`src/rtl/load_aligner_pkg.sv`:
```
// Shared load/store definitions: access-size encodings, load FSM states and
// the alignment rule. The store byte-masker imports this package as well.
package load_aligner_pkg;

    typedef enum logic [1:0] {
        SZ_BYTE = 2'b00,
        SZ_HALF = 2'b01,
        SZ_TRI  = 2'b10,
        SZ_WORD = 2'b11
    } size_e;

    typedef enum logic [1:0] {
        IDLE = 2'b00,
        WAIT = 2'b01,
        HOLD = 2'b10
    } state_e;

    // An access is misaligned when its last byte falls past byte lane 3.
    function automatic logic is_misaligned(input logic [1:0] addr, input logic [1:0] size);
        return ({1'b0, addr} + {1'b0, size}) > 3'd3;
    endfunction

endpackage

```
`src/rtl/load_aligner_if.sv`:
```
// Request, memory-read and response channels of the load aligner.
interface load_aligner_if #(parameter int DATA_W = 32);

    logic              req_valid;
    logic              req_ready;
    logic [1:0]        req_addr;
    logic [1:0]        req_size;
    logic              req_signed;
    logic              mem_rd_en;
    logic              mem_rvalid;
    logic [DATA_W-1:0] mem_rdata;
    logic              resp_valid;
    logic              resp_ready;
    logic [DATA_W-1:0] resp_data;
    logic              resp_err;

    modport slave (
        input  req_valid, req_addr, req_size, req_signed, mem_rvalid, mem_rdata, resp_ready,
        output req_ready, mem_rd_en, resp_valid, resp_data, resp_err
    );

    modport master (
        output req_valid, req_addr, req_size, req_signed, mem_rvalid, mem_rdata, resp_ready,
        input  req_ready, mem_rd_en, resp_valid, resp_data, resp_err
    );

endinterface

```
`src/rtl/load_aligner_extend.sv`:
```
// load_extend: shifts the addressed bytes down to lane 0, masks to the access
// size and sign- or zero-extends the result. Purely combinational.
module load_extend
    import load_aligner_pkg::*;
(
    input  logic [31:0] i_rdata,
    input  logic [1:0]  i_addr,
    input  size_e       i_size,
    input  logic        i_signed,
    output logic [31:0] o_data
);

    logic [31:0] w_shifted;
    logic [31:0] w_mask;
    logic        w_sign;

    always_comb begin
        w_shifted = i_rdata >> {i_addr, 3'b000};
        w_mask    = 32'hFFFF_FFFF;
        w_sign    = 1'b0;
        case (i_size)
            SZ_BYTE: begin w_mask = 32'h0000_00FF; w_sign = w_shifted[7];  end
            SZ_HALF: begin w_mask = 32'h0000_FFFF; w_sign = w_shifted[15]; end
            SZ_TRI:  begin w_mask = 32'h00FF_FFFF; w_sign = w_shifted[23]; end
            SZ_WORD: begin w_mask = 32'hFFFF_FFFF; w_sign = 1'b0;          end
            default: begin w_mask = 32'hFFFF_FFFF; w_sign = 1'b0;          end
        endcase
        o_data = w_shifted & w_mask;
        // Full words have an empty ~w_mask, so they pass through untouched.
        if (i_signed && w_sign) begin
            o_data = o_data | ~w_mask;
        end
    end

endmodule

```
`src/rtl/load_aligner.sv`:
```
// Load aligner: accepts one load at a time, reads the word, then holds the
// aligned/extended result until consumed. Misaligned loads skip the read.
module load_aligner
    import load_aligner_pkg::*;
#(
    parameter int DATA_W = 32
)
(
    input  logic          clk,
    input  logic          reset,
    load_aligner_if.slave s_bus
);

    state_e            r_state;
    state_e            w_next;
    logic [1:0]        r_addr;
    size_e             r_size;
    logic              r_signed;
    logic [DATA_W-1:0] r_data;
    logic              r_err;
    logic              r_rd_en;

    logic              w_hs;
    logic              w_mis;
    logic [DATA_W-1:0] w_ext;

    assign s_bus.req_ready  = (r_state == IDLE) && !reset;
    assign s_bus.mem_rd_en  = r_rd_en;
    assign s_bus.resp_valid = (r_state == HOLD);
    assign s_bus.resp_data  = r_data;
    assign s_bus.resp_err   = r_err;

    assign w_hs  = s_bus.req_valid && s_bus.req_ready;
    assign w_mis = is_misaligned(s_bus.req_addr, s_bus.req_size);

    load_extend u_extend (
        .i_rdata  (s_bus.mem_rdata),
        .i_addr   (r_addr),
        .i_size   (r_size),
        .i_signed (r_signed),
        .o_data   (w_ext)
    );

    always_comb begin
        w_next = r_state;
        case (r_state)
            IDLE:    if (w_hs) w_next = w_mis ? HOLD : WAIT;
            WAIT:    if (s_bus.mem_rvalid) w_next = HOLD;
            HOLD:    if (s_bus.resp_ready) w_next = IDLE;
            default: w_next = IDLE;
        endcase
    end

    always_ff @(posedge clk) begin
        if (reset) begin
            r_state  <= IDLE;
            r_rd_en  <= 1'b0;
            r_addr   <= '0;
            r_size   <= SZ_BYTE;
            r_signed <= 1'b0;
            r_data   <= '0;
            r_err    <= 1'b0;
        end else begin
            r_state <= w_next;
            r_rd_en <= w_hs && !w_mis;
            if (w_hs) begin
                r_addr   <= s_bus.req_addr;
                r_size   <= size_e'(s_bus.req_size);
                r_signed <= s_bus.req_signed;
                r_err    <= w_mis;
                r_data   <= '0;
            end else if ((r_state == WAIT) && s_bus.mem_rvalid) begin
                r_data <= w_ext;
                r_err  <= 1'b0;
            end
        end
    end

endmodule

```
`src/flat_wrapper.sv`:
```
// flat-port wrapper written by rule: the top's interface ports become plain ports
module load_aligner_flat import load_aligner_pkg::*;
#(
    parameter int DATA_W = 32
)
  (clk, reset, s_bus_req_valid, s_bus_req_addr, s_bus_req_size, s_bus_req_signed, s_bus_mem_rvalid, s_bus_mem_rdata, s_bus_resp_ready, s_bus_req_ready, s_bus_mem_rd_en, s_bus_resp_valid, s_bus_resp_data, s_bus_resp_err);
  load_aligner_if #(.DATA_W(DATA_W)) s_bus_i ();
  input  logic clk;
  input  logic reset;
  input wire logic [$bits(s_bus_i.req_valid)-1:0] s_bus_req_valid;
  input wire logic [$bits(s_bus_i.req_addr)-1:0] s_bus_req_addr;
  input wire logic [$bits(s_bus_i.req_size)-1:0] s_bus_req_size;
  input wire logic [$bits(s_bus_i.req_signed)-1:0] s_bus_req_signed;
  input wire logic [$bits(s_bus_i.mem_rvalid)-1:0] s_bus_mem_rvalid;
  input wire logic [$bits(s_bus_i.mem_rdata)-1:0] s_bus_mem_rdata;
  input wire logic [$bits(s_bus_i.resp_ready)-1:0] s_bus_resp_ready;
  output wire logic [$bits(s_bus_i.req_ready)-1:0] s_bus_req_ready;
  output wire logic [$bits(s_bus_i.mem_rd_en)-1:0] s_bus_mem_rd_en;
  output wire logic [$bits(s_bus_i.resp_valid)-1:0] s_bus_resp_valid;
  output wire logic [$bits(s_bus_i.resp_data)-1:0] s_bus_resp_data;
  output wire logic [$bits(s_bus_i.resp_err)-1:0] s_bus_resp_err;
  assign s_bus_i.req_valid = s_bus_req_valid;
  assign s_bus_i.req_addr = s_bus_req_addr;
  assign s_bus_i.req_size = s_bus_req_size;
  assign s_bus_i.req_signed = s_bus_req_signed;
  assign s_bus_i.mem_rvalid = s_bus_mem_rvalid;
  assign s_bus_i.mem_rdata = s_bus_mem_rdata;
  assign s_bus_i.resp_ready = s_bus_resp_ready;
  assign s_bus_req_ready = s_bus_i.req_ready;
  assign s_bus_mem_rd_en = s_bus_i.mem_rd_en;
  assign s_bus_resp_valid = s_bus_i.resp_valid;
  assign s_bus_resp_data = s_bus_i.resp_data;
  assign s_bus_resp_err = s_bus_i.resp_err;
  load_aligner #(.DATA_W(DATA_W)) u_core (.clk(clk), .reset(reset), .s_bus(s_bus_i));
endmodule
```
`config.mk`:
```
export PLATFORM = sky130hd
export DESIGN_NAME = load_aligner_flat
export DESIGN_NICKNAME = d
export VERILOG_FILES = /design/src/rtl/load_aligner_pkg.sv /design/src/rtl/load_aligner_if.sv /design/src/rtl/load_aligner_extend.sv /design/src/rtl/load_aligner.sv /design/src/flat_wrapper.sv
export SDC_FILE = /design/constraint.sdc
export NUM_CORES = 1
export LEC_CHECK = 0
export CAP_MARGIN = 20
export CORE_MARGIN = 3
export CORE_UTILIZATION = 44
export CTS_BUF_LIST = sky130_fd_sc_hd__clkbuf_16
export DETAILED_ROUTE_END_ITERATION = 7
export MAX_ROUTING_LAYER = met4
export PLACE_DENSITY_LB_ADDON = 0.08
export SLEW_MARGIN = 10
export SYNTH_ARGS = -nofsm -noshare
export SYNTH_HDL_FRONTEND = slang
export SYNTH_SLANG_ARGS = --single-unit
export TNS_END_PERCENT = 50
```
`constraint.sdc`:
```
create_clock -name clk -period 2.6 [get_ports clk]
set_clock_uncertainty 0.2 [all_clocks]
set_input_delay 0.39 -clock clk [delete_from_list [all_inputs] [get_ports clk]]
set_output_delay 0.39 -clock clk [all_outputs]
set_load 0.01 [all_outputs]
```
; ---- Word-level counts from Yosys, hierarchy flattened
; Index checks and enable logic that the tools add are counted.
[op_classes]
n_reduce_logical = 12
add_sub_neg = 1
n_eq_ne = 8
bitwise_logic = 3
muxes = 10
n_lt_le_gt_ge = 1
shift = 1
[op_table]
columns = op, count
row1 = $pmux W32 S4, 1
row2 = $and A32 B32 Y32, 1
row3 = $mux W32, 1
row4 = $not A32 Y32, 1
row5 = $or A32 B32 Y32, 1
row6 = $shr A32 B5 Y32, 1
row7 = $mux W2, 4
row8 = $eq A2 B2 Y1 const B, 3
row9 = $pmux W2 S3, 1
row10 = $logic_and A1 B1 Y1, 5
row11 = $eq A2 B1 Y1 const B, 2
row12 = $logic_not A2 Y1, 2
row13 = $ne A2 B2 Y1 const B, 2
row14 = $pmux W1 S4, 1
row15 = $add A2 B2 Y3, 1
row16 = $gt A3 B2 Y1 const B, 1
row17 = $reduce_and A3 Y1, 1
row18 = $logic_not A1 Y1, 2
row19 = $mux W1, 2
row20 = $ne A2 B1 Y1 const B, 1
row21 = $reduce_bool A2 Y1, 1
row22 = $reduce_or A2 Y1, 1
[word_totals]
output_inout_bits = 36
in_bits = 42
reg_bits = 41
word_cells = 43

; ---- Depth between registers and ports, before layout
[logic_depth]
word_depth = 5
ltp_mapped = 6
mapped_depth_nobuf = 5

; ---- Cells and area by module
; Synthesis repeated with hierarchy kept, for this count alone.
[unflattened]
hier_cells = 284
area_unflattened_um2 = 2289.7
[modules_own_cells]
columns = module, cells_per_inst, seq_area_each_um2, area_per_inst_um2, instances
row1 = load_aligner, 172, 820.8, 1534.0, 1
row2 = load_extend, 112, 0.0, 755.7, 1

; ---- Least setup slack after synthesis
; Ideal clock, no wire load.
[synth_path]
kind = register to register
startpoint = reg u_core.r_addr[0]
endpoint = reg u_core.r_data[16], in the netlist u_core.s_bus.resp_data[16]
stages_incl_launch_ff = 6
synth_period_minus_slack_ns = 1.938
setup_ns = 0.119
arrival_time_ns = 1.619
setup_slack_ns = 0.662
t_required_ns = 2.281
n_path_buf = 1
cell_sequence = dfxtp_1 buf_2 mux2i_1 o32ai_1 o41a_1 o221a_1
[synth_via]
elab_chain_cells = 4
elab_cells_between_ends = 6
cone_classes = shift: 1 / mux: 2 / bitwise: 2 / reduce/logical: 1
[synth_rtl]
columns = item, line_no
row1 = start: declaration, load_aligner.sv:16  ; logic [1:0] r_addr;
row2 = start signal: assignment, load_aligner.sv:67  ; r_addr <= s_bus.req_addr;
row3 = $shr A32 B5 Y32 (*), load_aligner_extend.sv:18  ; w_shifted = i_rdata >> {i_addr, 3'b000};
row4 = $pmux W1 S4 / $and A32 B32 Y32 (equally long branches), "load_aligner_extend.sv:21, load_aligner_extend.sv:28"
row5 = $logic_and A1 B1 Y1 / $or A32 B32 Y32 (equally long branches), "load_aligner_extend.sv:30, load_aligner_extend.sv:31"
row6 = $mux W32 (*), load_aligner_extend.sv:30  ; if (i_signed && w_sign) begin
row7 = end signal: assignment, load_aligner.sv:73  ; r_data <= w_ext;
row8 = end: declaration, load_aligner.sv:19  ; logic [DATA_W-1:0] r_data;
; Every way passes the cells marked *; elsewhere a longest branch is shown, timed or not.
; A chain may end at the register's enable or synchronous reset.

; ---- Final worst setup path
[layout_path]
startpoint = reg u_core.r_addr[1]
endpoint = reg u_core.r_data[31], in the netlist u_core.s_bus.resp_data[31]
; Same word-level chain as after synthesis.

==> results.md <==
Yosys:
- The number of enable flip-flop cells after synthesis is 0.
- The async set or reset register ratio after synthesis is 0.
- The share of the Yosys chip area taken by registers is 0.3877.
- Counting instances in the post-synthesis netlist gives the leading cell types as 41 x dfxtp_1, 31 x nand2_1, 27 x a21oi_1.
- By instance count, the leading cell after synthesis is dfxtp_1.
- The cell area that synthesis handed to floorplanning was 2117 µm².
- The net count after synthesis is 286.
- The cell count after synthesis came out at 243.
- The number of unique standard cell types used by synthesis is 40.
- The average cell area after synthesis is 8.712 µm².
- The leading register cell type out of synthesis is dfxtp_1.
- The total of warnings raised by yosys is 0.
- The area share of the largest cell type after synthesis is 0.3877.
- The largest area contributor in the synthesized netlist is dfxtp_1.
- Sorting the synthesized cells by area gives the leading types as dfxtp_1 39%, mux2i_1 7.6%, a21oi_1 6.4%.
- The synthesized design contains 41 register bits.

Place:
- The worst setup slack before clock tree synthesis is 177.9 ps.
- The instance area at placement is 2954 µm².
- The detailed placer's ending HPWL is 4500 µm.
- The final weighted congestion in routability-driven placement is 0.8793.
- The total of buffers placed on input and output ports is 77.

Global route:
- The first global-routing pass estimated 9729 µm of wire.
- For met2 alone, demand over resource in global routing was 0.3624.
- For met1 alone, demand over resource in global routing was 0.3084.
- The global router's overall resource usage is 0.2296.
- The number of global-route vias before repair is 2045.
- The aggregate global routing overflow is 0.
- The routing usage on met3 is 0.03958.
- The most used routing layer is met2.
- The initial antenna violation count is 0.
- Entering global routing, the biggest net connects 25 pins.

Flow run:
- The number of max-cap violations is 0.

Finish:
- The fraction of final layout cells sized beyond drive strength 1 is 0.1031.
- The number of nets at the end of the flow is 362.
- The total area of multi-input combinational cells is 1207 µm².
- The summed area of non-filler cells in the final layout is 3117 µm².
- The final standard cell utilization of the core is 0.6919.
- The layout overhead on the synthesized area is 47.22%.
- The total of fill cells in the finished design is 391.
- 0 antenna diodes ended up in the layout.
- The sequential cell area is 820.8 µm².

Worst setup path:
- In this run the worst setup path begins at u_core.r_addr[1]$_SDFFE_PP0P_.
- The critical path in this run is classified as reg -> reg.
- The startpoint class of the critical path is a register.
- In this run the critical register-to-register path is launched from u_core.r_addr[1]$_SDFFE_PP0P_.
- The critical path ends at u_core.s_bus.resp_data[31]$_SDFFE_PP0P_.
- The register-to-register path setup slack is 340 ps.
- The length in cells of the worst reg-to-reg path is 6.
- The critical path data required time is 2540 ps.
- For the worst setup path, the data arrival time is 2190 ps.
- The peak fanout along the critical path is 16.
- The worst setup path is captured at a register.
- The worst register-to-register path ends at u_core.s_bus.resp_data[31]$_SDFFE_PP0P_.

Floorplanning:
- The standard-cell row count is 24.
- 78 I/O pins were placed.
- The die covers 5680 µm².
- The core region is 4504 µm².
- The initial utilization of the core area, before any placement, comes to 0.4700.
- The die is 75.37 µm wide.
- The vertical die dimension is 75.37 µm.

Clock tree:
- TritonCTS built the clock tree.
- The number of clock buffers inserted by TritonCTS is 5.
- The H-tree was split into 2 levels.
- The deepest clock path buffer count is 2.
- The clock root buffer is clkbuf_16.
- Buffers inserted to repair hold after CTS numbered 0.
- The clock input transition at the sequential cells of the worst setup and hold paths is 60 ps.
- Post-CTS repair changed the size of 0 cells.
- The latest clock arrival within the worst-skew pair is 280 ps.
- The number of setup buffers added after CTS is 0.
- The number of clock sinks is 41.

STA:
- Timing would allow up to 443.3 MHz.
- The routed design could run at a clock period as short as 2256 ps.
- At the pin with the least slew margin, the transition time is 598.2 ps.
- Setup repair after global routing left no endpoint under its margin.
- The max-slew violation total from the final report was 0.
- In the finished design, the share of the clock period the worst path needs comes to 0.8676.
- Setup slack closes at 344.2 ps.
- The relative max-transition margin is 0.5997.
- The number of hold-slack violations in the final timing report was 0.
- In the final timing run, aggregate negative setup slack is 0 ps.
- The number of failing setup endpoints in the final timing report is 0.

Route:
- Dividing the detail-routed via count by the number of cells gives 5.602.
- The per-cell routed wire length is 16.23 µm.
- The count of nets left with antenna violations once routing finished came out at 0.
- The number of search-and-repair iterations in the first detailed-routing pass is 4.
- The starting DRC count in detailed routing is 168.
- In the routed design, unresolved DRC markers number 0.
- The number of vias in the routed layout is 2084.
- The routed design has 6039 µm of wire.

Pwr:
- In this run the static leakage power is 1.089 nW.
- The switching share of power is 0.2440.
- The total power is 1.679 mW.
- The maximum vdd ir drop is 0.3054 mV.
- Of the total power, the clock network draws 0.404.
- The share of total power dissipated in combinational logic is 0.194.
- The design internal power is 1.269 mW.
- In this run the power spent charging and discharging nets is 0.4097 mW.
- In this run the power density over the cells is 538.6 nW/µm².
- Of the total power, registers draw 0.403.

Status:
- The run finished with clean final reports.

Worst hold path:
- The worst hold path begins at u_core.s_bus.resp_data[0]$_SDFFE_PP0P_.
- The path category of the worst min-delay check is reg -> reg.
[per-layer routing]
metal  part of all wire  up-vias
met3              0.045        7
li1                   -     1038
met4             0.0075        0
met2               0.48       69
met5                  0        -
met1               0.46      970
[final cells by class]
cell class | count | share of cell area
timing repair buffer | 88 | 0.2738
multi-input combinational | 181 | 0.3874
clock buffer | 5 | 0.04014
inverter | 2 | 0.002409
clock inverter | 3 | 0.01204
tap | 52 | 0.02088
sequential | 41 | 0.2633
[per-stage QoR]
stage,hold slack [ps],cells
3_3_place_gp,247.4,364
6_report,252.6,372
4_1_cts,254.5,372
2_1_floorplan,276.2,243
5_1_grt,283.3,372
3_5_place_dp,246.7,364
[power by group through the flow]
stage                     sequential (mW)  combinational (mW)  clock [mW]
after global placement              0.689               0.319           0
final                               0.676               0.325       0.678
after detailed placement            0.689               0.324           0
after global routing                0.679               0.356       0.702
after floorplan                     0.687               0.174           0
after CTS                           0.675               0.326       0.686
[how the worst min path moves through the flow]
stage               slack [ps]  cells past startpoint                                      to
global route               280                      2  u_core.s_bus.resp_data[0]$_SDFFE_PP0P_
floorplan                  280                      2  u_core.s_bus.resp_data[7]$_SDFFE_PP0P_
detailed placement         250                      2  u_core.s_bus.resp_data[0]$_SDFFE_PP0P_
global placement           250                      2  u_core.s_bus.resp_data[5]$_SDFFE_PP0P_
finish                     250                      2  u_core.s_bus.resp_data[0]$_SDFFE_PP0P_
CTS                        250                      2  u_core.s_bus.resp_data[0]$_SDFFE_PP0P_
[logic make-up after synthesis]
group	count (synthesis)	share of synthesized area
AO/OA/AOI/OAI	80	0.2648
adder cells (fa/ha/maj)	1	0.005909
buffers and inverters	21	0.04196
flip-flops	41	0.3877
multiplexers	25	0.1300
AND/OR/NAND/NOR	75	0.1696
[sequential cells by signal, summed over array words and instances (netlist names)]
name	flops
u_core.r_size	2
u_core.r_state	2
u_core.r_signed	1
u_core.s_bus.resp_err	1
u_core.s_bus.resp_data	32
u_core.s_bus.mem_rd_en	1
u_core.r_addr	2
[cell usage in the layout, fill, tap and decap left out, types with 2 or more instances in the layout]
cell type	n
dfxtp_1	41
o2bb2ai_1	7
nand3b_1	2
o211ai_1	7
nand3_1	2
nand2_1	31
inv_1	3
clkdlybuf4s50_1	77
nor3b_1	2
clkbuf_16	5
nor2_1	19
nand2b_1	8
a21oi_1	27
mux2i_1	16
mux2_2	7
buf_4	11
or2_2	2
o21ai_0	21
o221a_1	8
nor2b_1	2
o22ai_1	2
[critical path: stages, from the launching register on]
cell and delay (ps):
dfxtp_1 500, buf_4 330, nand2b_1 170, buf_4 170
nor4_1 80, a2111oi_4 540, a21oi_1 130
(Power assumes the default switching activity.)
